==> config.mk <==
export PLATFORM = sky130hd
export DESIGN_NAME = spi_master_ctrl
export DESIGN_NICKNAME = d
export VERILOG_FILES = /design/src/rtl/spi_master_ctrl.sv
export SDC_FILE = /design/constraint.sdc
export NUM_CORES = 1
export LEC_CHECK = 0
export ABC_CLOCK_PERIOD_IN_PS = 2500
export CELL_PAD_IN_SITES_DETAIL_PLACEMENT = 1
export CELL_PAD_IN_SITES_GLOBAL_PLACEMENT = 1
export CORE_MARGIN = 3
export CORE_UTILIZATION = 39
export DETAILED_ROUTE_END_ITERATION = 10
export HOLD_SLACK_MARGIN = 0.15
export MAX_ROUTING_LAYER = met4
export PLACE_DENSITY_LB_ADDON = 0.1
export SYNTH_ARGS = -nofsm -noshare
export SYNTH_HDL_FRONTEND = slang
export SYNTH_SLANG_ARGS = --single-unit
==> constraint.sdc <==
create_clock -name clk -period 2.5 [get_ports clk]
set_clock_uncertainty 0.1 [all_clocks]
set_input_delay 0.625 -clock clk [delete_from_list [all_inputs] [get_ports clk]]
set_output_delay 0.625 -clock clk [all_outputs]
set_load 0.05 [all_outputs]
==> src/rtl/spi_master_ctrl.sv <==
// SPI mode-0 master: one frame per start request, MSB first, four chip-selects.
// sclk, mosi and cs_n come straight from flops so the pins stay glitch-free.
module spi_master_ctrl #(
    parameter int DATA_W  = 16,
    parameter int CLK_DIV = 6
) (
    input  logic              clk,
    input  logic              async_reset,
    input  logic              start,
    input  logic [DATA_W-1:0] tx_data,
    input  logic [1:0]        cs_sel,
    output logic              busy,
    output logic              done,
    output logic [DATA_W-1:0] rx_data,
    output logic              sclk,
    output logic              mosi,
    input  logic              miso,
    output logic [3:0]        cs_n
);

    localparam logic [7:0] DIV_M1   = 8'(CLK_DIV - 1);
    localparam logic [5:0] LAST_BIT = 6'(DATA_W - 1);

    typedef enum logic [2:0] {IDLE, SETUP, SHIFT_HI, SHIFT_LO, HOLD, GAP} state_t;

    state_t            r_state;
    state_t            w_state_nxt;
    logic [7:0]        r_cnt;
    logic [5:0]        r_bits;
    logic [DATA_W-1:0] r_tx;
    logic [DATA_W-1:0] r_rx;
    logic [DATA_W-1:0] r_rx_data;
    logic [3:0]        r_cs_n;
    logic              r_sclk;
    logic              r_done;
    logic              r_arm;
    logic              r_miso_s1;
    logic              r_miso_s2;
    logic              w_phase_end;
    logic              w_last_bit;
    logic              w_accept;
    logic              w_finish;

    always_ff @(posedge clk or posedge async_reset) begin
        if (async_reset) r_state <= IDLE;
        else             r_state <= w_state_nxt;
    end

    // r_arm blocks acceptance on the first edge after reset; r_done blocks it in the done cycle
    always_comb begin
        w_state_nxt = r_state;
        w_accept    = 1'b0;
        w_phase_end = (r_cnt == 8'd0);
        w_last_bit  = (r_bits == LAST_BIT);
        case (r_state)
            IDLE: begin
                if (start && r_arm && !r_done) begin
                    w_accept    = 1'b1;
                    w_state_nxt = SETUP;
                end
            end
            SETUP:    if (w_phase_end) w_state_nxt = SHIFT_HI;
            SHIFT_HI: if (w_phase_end) w_state_nxt = SHIFT_LO;
            SHIFT_LO: if (w_phase_end) w_state_nxt = w_last_bit ? HOLD : SHIFT_HI;
            HOLD:     if (w_phase_end) w_state_nxt = GAP;
            GAP:      if (w_phase_end) w_state_nxt = IDLE;
            default:  w_state_nxt = IDLE;
        endcase
        w_finish = (r_state == GAP) && (w_state_nxt == IDLE);
    end

    always_ff @(posedge clk or posedge async_reset) begin
        if (async_reset) begin
            r_cnt     <= '0;
            r_bits    <= '0;
            r_tx      <= '0;
            r_rx      <= '0;
            r_rx_data <= '0;
            r_cs_n    <= '1;
            r_sclk    <= 1'b0;
            r_done    <= 1'b0;
            r_arm     <= 1'b0;
            r_miso_s1 <= 1'b0;
            r_miso_s2 <= 1'b0;
        end else begin
            r_arm     <= 1'b1;
            r_miso_s1 <= miso;
            r_miso_s2 <= r_miso_s1;
            r_done    <= w_finish;
            r_sclk    <= (w_state_nxt == SHIFT_HI);

            if (w_state_nxt != r_state) r_cnt <= DIV_M1;
            else if (!w_phase_end)      r_cnt <= r_cnt - 8'd1;

            if (w_accept) begin
                r_tx   <= tx_data;
                r_rx   <= '0;
                r_bits <= '0;
                r_cs_n <= ~(4'b0001 << cs_sel);
            end

            // mosi is the shift-register MSB, so it moves only on the sclk falling edge
            if (r_state == SHIFT_HI && w_phase_end) begin
                r_rx <= {r_rx[DATA_W-2:0], r_miso_s2};
                if (!w_last_bit) r_tx <= {r_tx[DATA_W-2:0], 1'b0};
            end

            if (r_state == SHIFT_LO && w_phase_end) r_bits <= r_bits + 6'd1;

            if (r_state == HOLD && w_phase_end) begin
                r_cs_n <= '1;
                r_tx   <= '0;
            end

            if (w_finish) r_rx_data <= r_rx;
        end
    end

    assign busy    = (r_state != IDLE);
    assign done    = r_done;
    assign rx_data = r_rx_data;
    assign sclk    = r_sclk;
    assign mosi    = r_tx[DATA_W-1];
    assign cs_n    = r_cs_n;

endmodule

Yosys cells after proc, flatten, opt, wreduce, memory -nomap -nowiden
Index checks and enable logic that the tools add are counted.
- logic and storage cells: 61
- bits in registers: 74
- equal/unequal tests: 9
- shift-type cells: 1
- bitwise logic cells: 1
- reduce and logical (&&, ||, !) cells: 14
- multiplexer cells: 22
- add/sub/neg operators: 2
- operators by type and width (kind ; number):
    2-to-1 mux 16 bit ; 6
    2-to-1 mux 3 bit ; 7
    one-hot mux 3 bit (6 select lines) ; 1
    2-to-1 mux 8 bit ; 2
    2-to-1 mux 6 bit ; 2
    equality test 3 x 2 -> 1 bit (second input constant) ; 3
    zero test 8 bit ; 1
    2-to-1 mux 4 bit ; 2
    subtractor 8 x 1 -> 8 bit (second input constant) ; 1
    adder 6 x 1 -> 6 bit (second input constant) ; 1
    equality test 3 bit (second input constant) ; 2
    equality test 6 x 4 -> 1 bit (second input constant) ; 1
    logical AND 1 bit ; 6
    zero test 3 bit ; 2
    nonzero test 2 bit ; 3
    NOT 4 bit ; 1
    << shifter 1 x 2 -> 4 bit (first input constant) ; 1
    equality test 3 x 1 -> 1 bit (second input constant) ; 1
    != test 3 bit ; 1
    nonzero test 3 bit ; 1
    2-to-1 mux 1 bit ; 2
    != test 2 x 1 -> 1 bit (second input constant) ; 1
    zero test 1 bit ; 1

Depth between registers and ports, before layout
Gate-level depths: netlist of run 1.
- depth in word-level cells: 8
- mapped depth: 9
- mapped depth without buffers: 6

Least setup slack after synthesis of run 1
Ideal clock, no wire load.
- path kind: register to register
- from: reg r_cnt[0]
- to: reg r_tx[0]
- clock period less this slack: 2.036 ns
- stages on the path, launching flop included: 9
- buffers on the path: 2
- setup slack: 0.464 ns
- arrival: 1.816 ns
- data required time: 2.280 ns
- library setup time: 0.120 ns
- cells stage by stage: dfrtp_1 -> inv_1 -> ha_1 -> nor4b_2 -> buf_4 -> nand2_2 -> buf_2 -> or3_1 -> and3_1
- word-level cells in the longest chain between the ends: 4
- RTL lines (what ; line ; source):
    start, declared ; 28 ; logic [7:0] r_cnt;
    start signal, assigned ; 93 ; else if (!w_phase_end) r_cnt <= r_cnt - 8'd1;
    zero test 8 bit * ; 53 ; w_phase_end = (r_cnt == 8'd0);
    logical AND 1 bit ; 103 ; if (r_state == SHIFT_HI && w_phase_end) begin
    2-to-1 mux 16 bit ; 103 ;
    2-to-1 mux 16 bit * ; 110 ; if (r_state == HOLD && w_phase_end) begin
    end signal, assigned ; 96 ; r_tx <= tx_data;
    end signal, assigned ; 105 ; if (!w_last_bit) r_tx <= {r_tx[DATA_W-2:0], 1'b0};
    end, declared ; 30 ; logic [DATA_W-1:0] r_tx;
Mark *: on every way between the ends. The rest lies on a longest branch, timed or not.
A chain may end at the register's enable or synchronous reset.

Worst setup path after layout of run 1
- from: reg r_cs_n[3] (netlist: cs_n[3])
- to: out cs_n[3]
- RTL lines (what ; line ; source):
    start, declared ; 33 ; logic [3:0] r_cs_n;
    start signal, assigned ; 99 ; r_cs_n <= ~(4'b0001 << cs_sel);
    end, declared ; 18 ; output logic [3:0] cs_n
No word-level cell between the ends.

==> run metrics, run 1 <==
CP Data Required Time between 1.5 and 2 ns; Sink Count 74; Worst Slack Setup Final a little under 0.07 ns; initial antenna violation count 0; post-synth top area share between 50% and 60%; Diodes inserted 0; number of distinct library cells after synthesis 50; Total Routing Usage GR between 10% and 20%; worst-margin pin slew about 0.54 ns; min-delay src r_miso_s1$_DFF_PP0_; die height ~100 µm; # DRC 0; Gate power share 3.2%; Die Width 99.8 µm; Post-DP HPWL ~5400 µm; r2r worst-path depth 7; filler instances 909; WS Path Type reg2out; CP bufs+invs 1; Sw Pwr slightly above 500 µW; GR Overflow Total 0; status finished clean; Post-synth top cells 70 x dfrtp_1, 37 x nand2_1, 22 x nand3_1, 21 x nor3_1, 18 x mux2i_1; vias in the first global route 2578; Net Sw Frac a little under a quarter; Synth Net Count 330; power share of the sequential group ~53%; drt first pass iters 4; Crit. End Element primary output; core footprint between 8000 and 9000 µm²; Final GP Congestion slightly below 0.8; Cells on Worst Hold Path 0; final antenna-violating net count 0; CTS Buffer Depth 2; RR Endpoint rx_data[15]$_DFFE_PP0P_; Synth area leader dfrtp_1; CTS Buf Count 9; CP Cell Sequence clkdlybuf4s50_1; Main synth FF type dfrtp_1; area of the mapped netlist roughly 3400 µm²; Nets between 300 and 400; root buf cell clkbuf_8; first-pass GRT wire length between 10000 and 15000 µm; Initial Utilization 41.0%; Max-Slew Margin vs Limit 63.9%; reg2reg start r_cnt[0]$_DFFE_PP0P_; synthesized instance count ~310; final period utilization between 90 and 100%; largest net degree at the start of global routing 25; Yosys Warn Count 0; drt total wl between 7000 and 8000 µm; setup TNS 0 ns; RSZ-0062 raised after global routing false; critical path's slowest cell clkdlybuf4s50_1; crit path launch type flop; I/O pins 46; share of layout cells above drive strength 1 between 10% and 20%; Pleak roughly 0.0018 µW; Die Area around 10000 µm²; DRT iter0 DRCs 75; Layout Utilization about half; Arrival @ worst endpoint about 1.7 ns; hold endpoint r_miso_s2$_DFF_PP0_; placed cells roughly 460; max-cap check violation count 0; non-filler instance count after layout roughly 470; Hold Path Class reg2reg; minimum clock period 2.43 ns; Syn Area/Cell about 11 µm²; worst-path fanout max 2; depth of the CTS H-tree 3; clock slew at reported path FFs around 0.090 ns; max-slew violation count 0; DR vias approximately 2.5k; synth top area cells dfrtp_1 51%, mux2_1 5.6%, mux2i_1 5.2%; Max Fclk 411 MHz; Power Internal between 1500 and 2000 µW; vias per cell around 5.3; register area share after synthesis between 50 and 60%; synthesized flop and latch total 74; Clk pwr share 43.3%; power per cell area 523 nW/µm²; buffers added on ports 45; synthesis-to-finish area growth 25.4%; flop-to-flop setup slack 0.29 ns; DR WL/cell between 15 and 20 µm; most common cell in the netlist dfrtp_1; dpl ws approximately 0.13 ns; worst skew pair latency approximately 0.34 ns; final hold violations 0; VDD IR max 360 µV; slowest cell delay on critical path approximately 0.8 ns; CTS tree built; number of flops mapped to enable cells by yosys 0; Async SR Flop Fraction 100%; critical path's top delay family buffers and inverters; setup violators final 0; FP Rows 33
power groups by stage:
stage | Sequential [µW] | Combinational [µW] | Clock (µW)
2_1_floorplan | 1230 | 22.4 | 0
3_3_place_gp | 1230 | 74.6 | 0
3_5_place_dp | 1230 | 75.6 | 0
4_1_cts | 1200 | 75.9 | 1010
5_1_grt | 1210 | 81.7 | 1060
6_report | 1200 | 73.3 | 977
layout make-up:
class | instances | area [µm²] | share of cell area, %
clock buffers | 10 | 138 | 3.19
clock inverters | 6 | 72.6 | 1.68
inverters | 6 | 26.3 | 0.610
multi-input cells | 208 | 1450 | 33.6
flip-flops and latches | 74 | 1860 | 43.1
well taps | 105 | 131 | 3.05
repair buffers | 65 | 636 | 14.8
sequential cells by signal (all words and copies together) (netlist names):
| name | flops |
|---|---|
| done | 1 |
| r_rx | 16 |
| rx_data | 16 |
| r_cnt | 8 |
| cs_n | 4 |
| r_tx | 16 |
| sclk | 1 |
| r_arm | 1 |
| r_miso_s2 | 1 |
| r_state | 3 |
| r_miso_s1 | 1 |
| r_bits | 6 |
what timing repair did:
action	CTS	global route
buffers inserted	0	0
resized for setup	0	1
hold buffers	0	0
setup endpoints to repair	0	17
metrics by stage:
step | total power, µW | area, µm² | hold slack (ns)
global route | 2350 | 4310 | 0.271
floorplan | 1250 | 3440 | 0.231
detailed placement | 1300 | 4090 | 0.248
finish | 2250 | 4310 | 0.265
global placement | 1300 | 4090 | 0.237
CTS | 2290 | 4300 | 0.268
cells in the final DEF (no fill, tap or decap), types with 2 or more instances in the layout:
master            n
xnor2_1           4
nor3_2            2
a21oi_1           4
clkinvlp_4        2
buf_12            3
buf_4            18
clkinv_4          2
inv_1             5
ha_1              2
nor3b_1           3
clkbuf_8         10
clkdlybuf4s50_1  44
or3_1             4
mux2i_1          18
mux2_1           17
o21ai_1           5
nand3_1          22
nand4_1           4
nor3_4            2
nand2b_1          4
inv_6             2
nand2_1          37
o21ai_0           4
dfrtp_1          70
nor2b_1           2
nand3b_1          2
nor2_1           12
and3_1            2
dfstp_2           4
a211oi_2         10
a211oi_1          6
nor3_1           21
cells by family after synthesis:
kind of cell,synth area share (%)
buffers and inverters,4.04
other,0.109
AO/OA/AOI/OAI,8.78
flip-flops,54.1
multiplexers,10.8
XOR/XNOR,1.02
adder cells (fa/ha/maj),0.728
AND/OR/NAND/NOR,20.4
worst max path at each step:
stage | to | slack (ns) | from | cells after the start
floorplan | r_tx[0]$_DFF_PP0_ | 0.46 | r_cnt[0]$_DFFE_PP0P_ | 8
CTS | cs_n[3] | 0.05 | cs_n[3]$_DFFE_PP1P_ | 1
global route | cs_n[3] | 0.001 | cs_n[3]$_DFFE_PP1P_ | 1
global placement | r_rx[13]$_DFFE_PP0P_ | 0.21 | start | 6
detailed placement | rx_data[15]$_DFFE_PP0P_ | 0.13 | r_cnt[0]$_DFFE_PP0P_ | 7
finish | cs_n[3] | 0.07 | cs_n[3]$_DFFE_PP1P_ | 1
routing by layer:
metal / routed length, µm / track usage (%)
met4: 95 / 6.62
met1: 3790 / 23.9
met5: 0 / -
met2: 3640 / 25.9
met3: 274 / 3.06
Power figures use the tool's default switching activity.
==> run 2, diff against run 1 <==
--- a/config.mk
+++ b/config.mk
@@ -8,7 +8,7 @@
 export ABC_CLOCK_PERIOD_IN_PS = 2500
 export CELL_PAD_IN_SITES_DETAIL_PLACEMENT = 1
 export CELL_PAD_IN_SITES_GLOBAL_PLACEMENT = 1
-export CORE_MARGIN = 3
+export CORE_MARGIN = 2
 export CORE_UTILIZATION = 39
 export DETAILED_ROUTE_END_ITERATION = 10
 export HOLD_SLACK_MARGIN = 0.15
==> run 2 against run 1 <==
Against the previous run: setup slack improved by 0.030 ns; clock-buffer cell count unchanged; non-clock buffer count down 5; register-to-register slack got worse by 0.03 ns; first-iteration DRC count rose by 15%; hold slack got worse by 0.0062 ns; combinational power down 8.7%; clock power increased by 15%; final area shrank 0.52%; critical path type unchanged; highest routed layer unchanged.
==> run metrics, run 2 (same netlist as run 1, synthesis figures left out) <==
commonest non-fill, non-tap cell in the layout dfrtp_1; hold endpoint r_miso_s2$_DFF_PP0_; Pleak around 0.0018 µW; Post-CTS Setup Bufs 0; initial antenna violation count 0; largest net degree at the start of global routing 75; synthesis-to-finish area growth 24.8%; vias in the first global route roughly 2.6k; max-slew violation count 0; worst-margin pin slew 0.471 ns; WS Path Type reg2out; min-delay src r_miso_s1$_DFF_PP0_; final antenna-violating net count 0; Initial Utilization between 30% and 40%; Crit. End Element primary output; met3 routed WL ~170 µm; reg2reg start r_cnt[0]$_DFFE_PP0P_; worst-path fanout max 2; Die Width ~98 µm; # DRC 0; drt first pass iters 4; flop-to-flop setup slack ~0.26 ns; GR Overflow Total 0; vias per cell about 5.2; RSZ-0062 raised after global routing false; final period utilization a little over nine tenths; DR WL met2 3450 µm; finished layout cell area around 4300 µm²; Worst Slack Setup Final 0.0984 ns; Total Routing Usage GR between 15 and 20%; Final GP Congestion between 0.7 and 0.8; r2r worst-path depth 7; CTS tree built; first-pass GRT wire length ~13000 µm; post-CTS resize count 0; die height about 98 µm; root buf cell clkbuf_8; CP Data Required Time 1.77 ns; max-cap check violation count 0; status finished clean; Post-Place Cell Area a little over 4000 µm²; Post-DP HPWL between 4000 and 5000 µm; setup TNS 0 ns; Sink Count 74; dpl ws between 0.1 and 0.15 ns; critical path's slowest cell clkdlybuf4s50_1; buffers added on ports 45; FP Rows 34; minimum clock period roughly 2.4 ns; final hold violations 0; RR Endpoint r_tx[0]$_DFF_PP0_; most frequent cells in the layout 70 x dfrtp_1, 44 x clkdlybuf4s50_1, 37 x nand2_1; CTS Buf Count 9; total power around 2400 µW; VDD IR max between 200 and 300 µV; DR vias between 2k and 2.5k; top routing layer used met4; CTS Buffer Depth 2; depth of the CTS H-tree 3; Nets roughly 380; Post-CTS Hold Fix Bufs 0; power per cell area 558 nW/µm²; Arrival @ worst endpoint 1.68 ns; crit path launch type flop; Max-Slew Margin vs Limit 67.8%; setup violators final 0; Die Area about 9600 µm²; DR WL/cell between 15 and 20 µm; slowest cell delay on critical path 0.79 ns; clock slew at reported path FFs approximately 0.08 ns; share of layout cells above drive strength 1 16.2%; Cells on Worst Hold Path 0; Max Fclk ~420 MHz; Diodes inserted 0; Hold Path Class reg2reg; I/O pins 46; CP bufs+invs 1; met1 wire length about 3400 µm; CP Cell Sequence clkdlybuf4s50_1; worst skew pair latency roughly 0.34 ns; DRT iter0 DRCs between 80 and 90; drt total wl about 7200 µm; core footprint ~8600 µm²; critical path's top delay family buffers and inverters
## run 2: metrics by stage
stage	instances	util (%)	hold WS [ns]
4_1_cts	472	49.6	0.262
5_1_grt	472	49.6	0.265
3_5_place_dp	456	46.8	0.243
3_3_place_gp	456	46.8	0.237
2_1_floorplan	306	-	0.231
6_report	472	49.6	0.259
## run 2: layout make-up
cell class	count	area [µm²]
clock buffer	10	128
clock inverter	6	115
fill	967	4350
inverter	6	26.3
multi-input combinational	208	1440
sequential	74	1860
tap	108	135
timing repair buffer	60	586
## run 2: routing by layer
metal	track usage [%]	vias up
li1	-	1192
met1	21.7	1228
met2	27.1	33
met3	2.93	9
met4	6.73	0
met5	-	-
## run 2: worst max path at each step
stage | start | to | slack [ns] | depth (start not counted)
finish | cs_n[1]$_DFFE_PP1P_ | cs_n[1] | 0.1 | 1
global route | r_cnt[0]$_DFFE_PP0P_ | r_tx[0]$_DFF_PP0_ | 0.04 | 7
CTS | cs_n[1]$_DFFE_PP1P_ | cs_n[1] | 0.07 | 1
detailed placement | start | r_rx[0]$_DFFE_PP0P_ | 0.12 | 6
global placement | start | r_rx[0]$_DFFE_PP0P_ | 0.16 | 6
floorplan | r_cnt[0]$_DFFE_PP0P_ | r_tx[0]$_DFF_PP0_ | 0.46 | 8
## run 2: power breakdown
group / internal (µW) / switching, µW / leakage, µW / total [µW]
clock: 667 / 454 / 0.000117 / 1120
combinational: 34.7 / 32.2 / 0.000806 / 66.9
sequential: 1200 / 3.10 / 0.000854 / 1210
==> run 3, diff against run 2 <==
--- a/config.mk
+++ b/config.mk
@@ -8,7 +8,7 @@
 export ABC_CLOCK_PERIOD_IN_PS = 2500
 export CELL_PAD_IN_SITES_DETAIL_PLACEMENT = 1
 export CELL_PAD_IN_SITES_GLOBAL_PLACEMENT = 1
-export CORE_MARGIN = 2
+export CORE_MARGIN = 3
 export CORE_UTILIZATION = 39
 export DETAILED_ROUTE_END_ITERATION = 10
 export HOLD_SLACK_MARGIN = 0.15
==> results of run 3 <==
No change in the layout: final DEF, timing and power equal those of run 1.
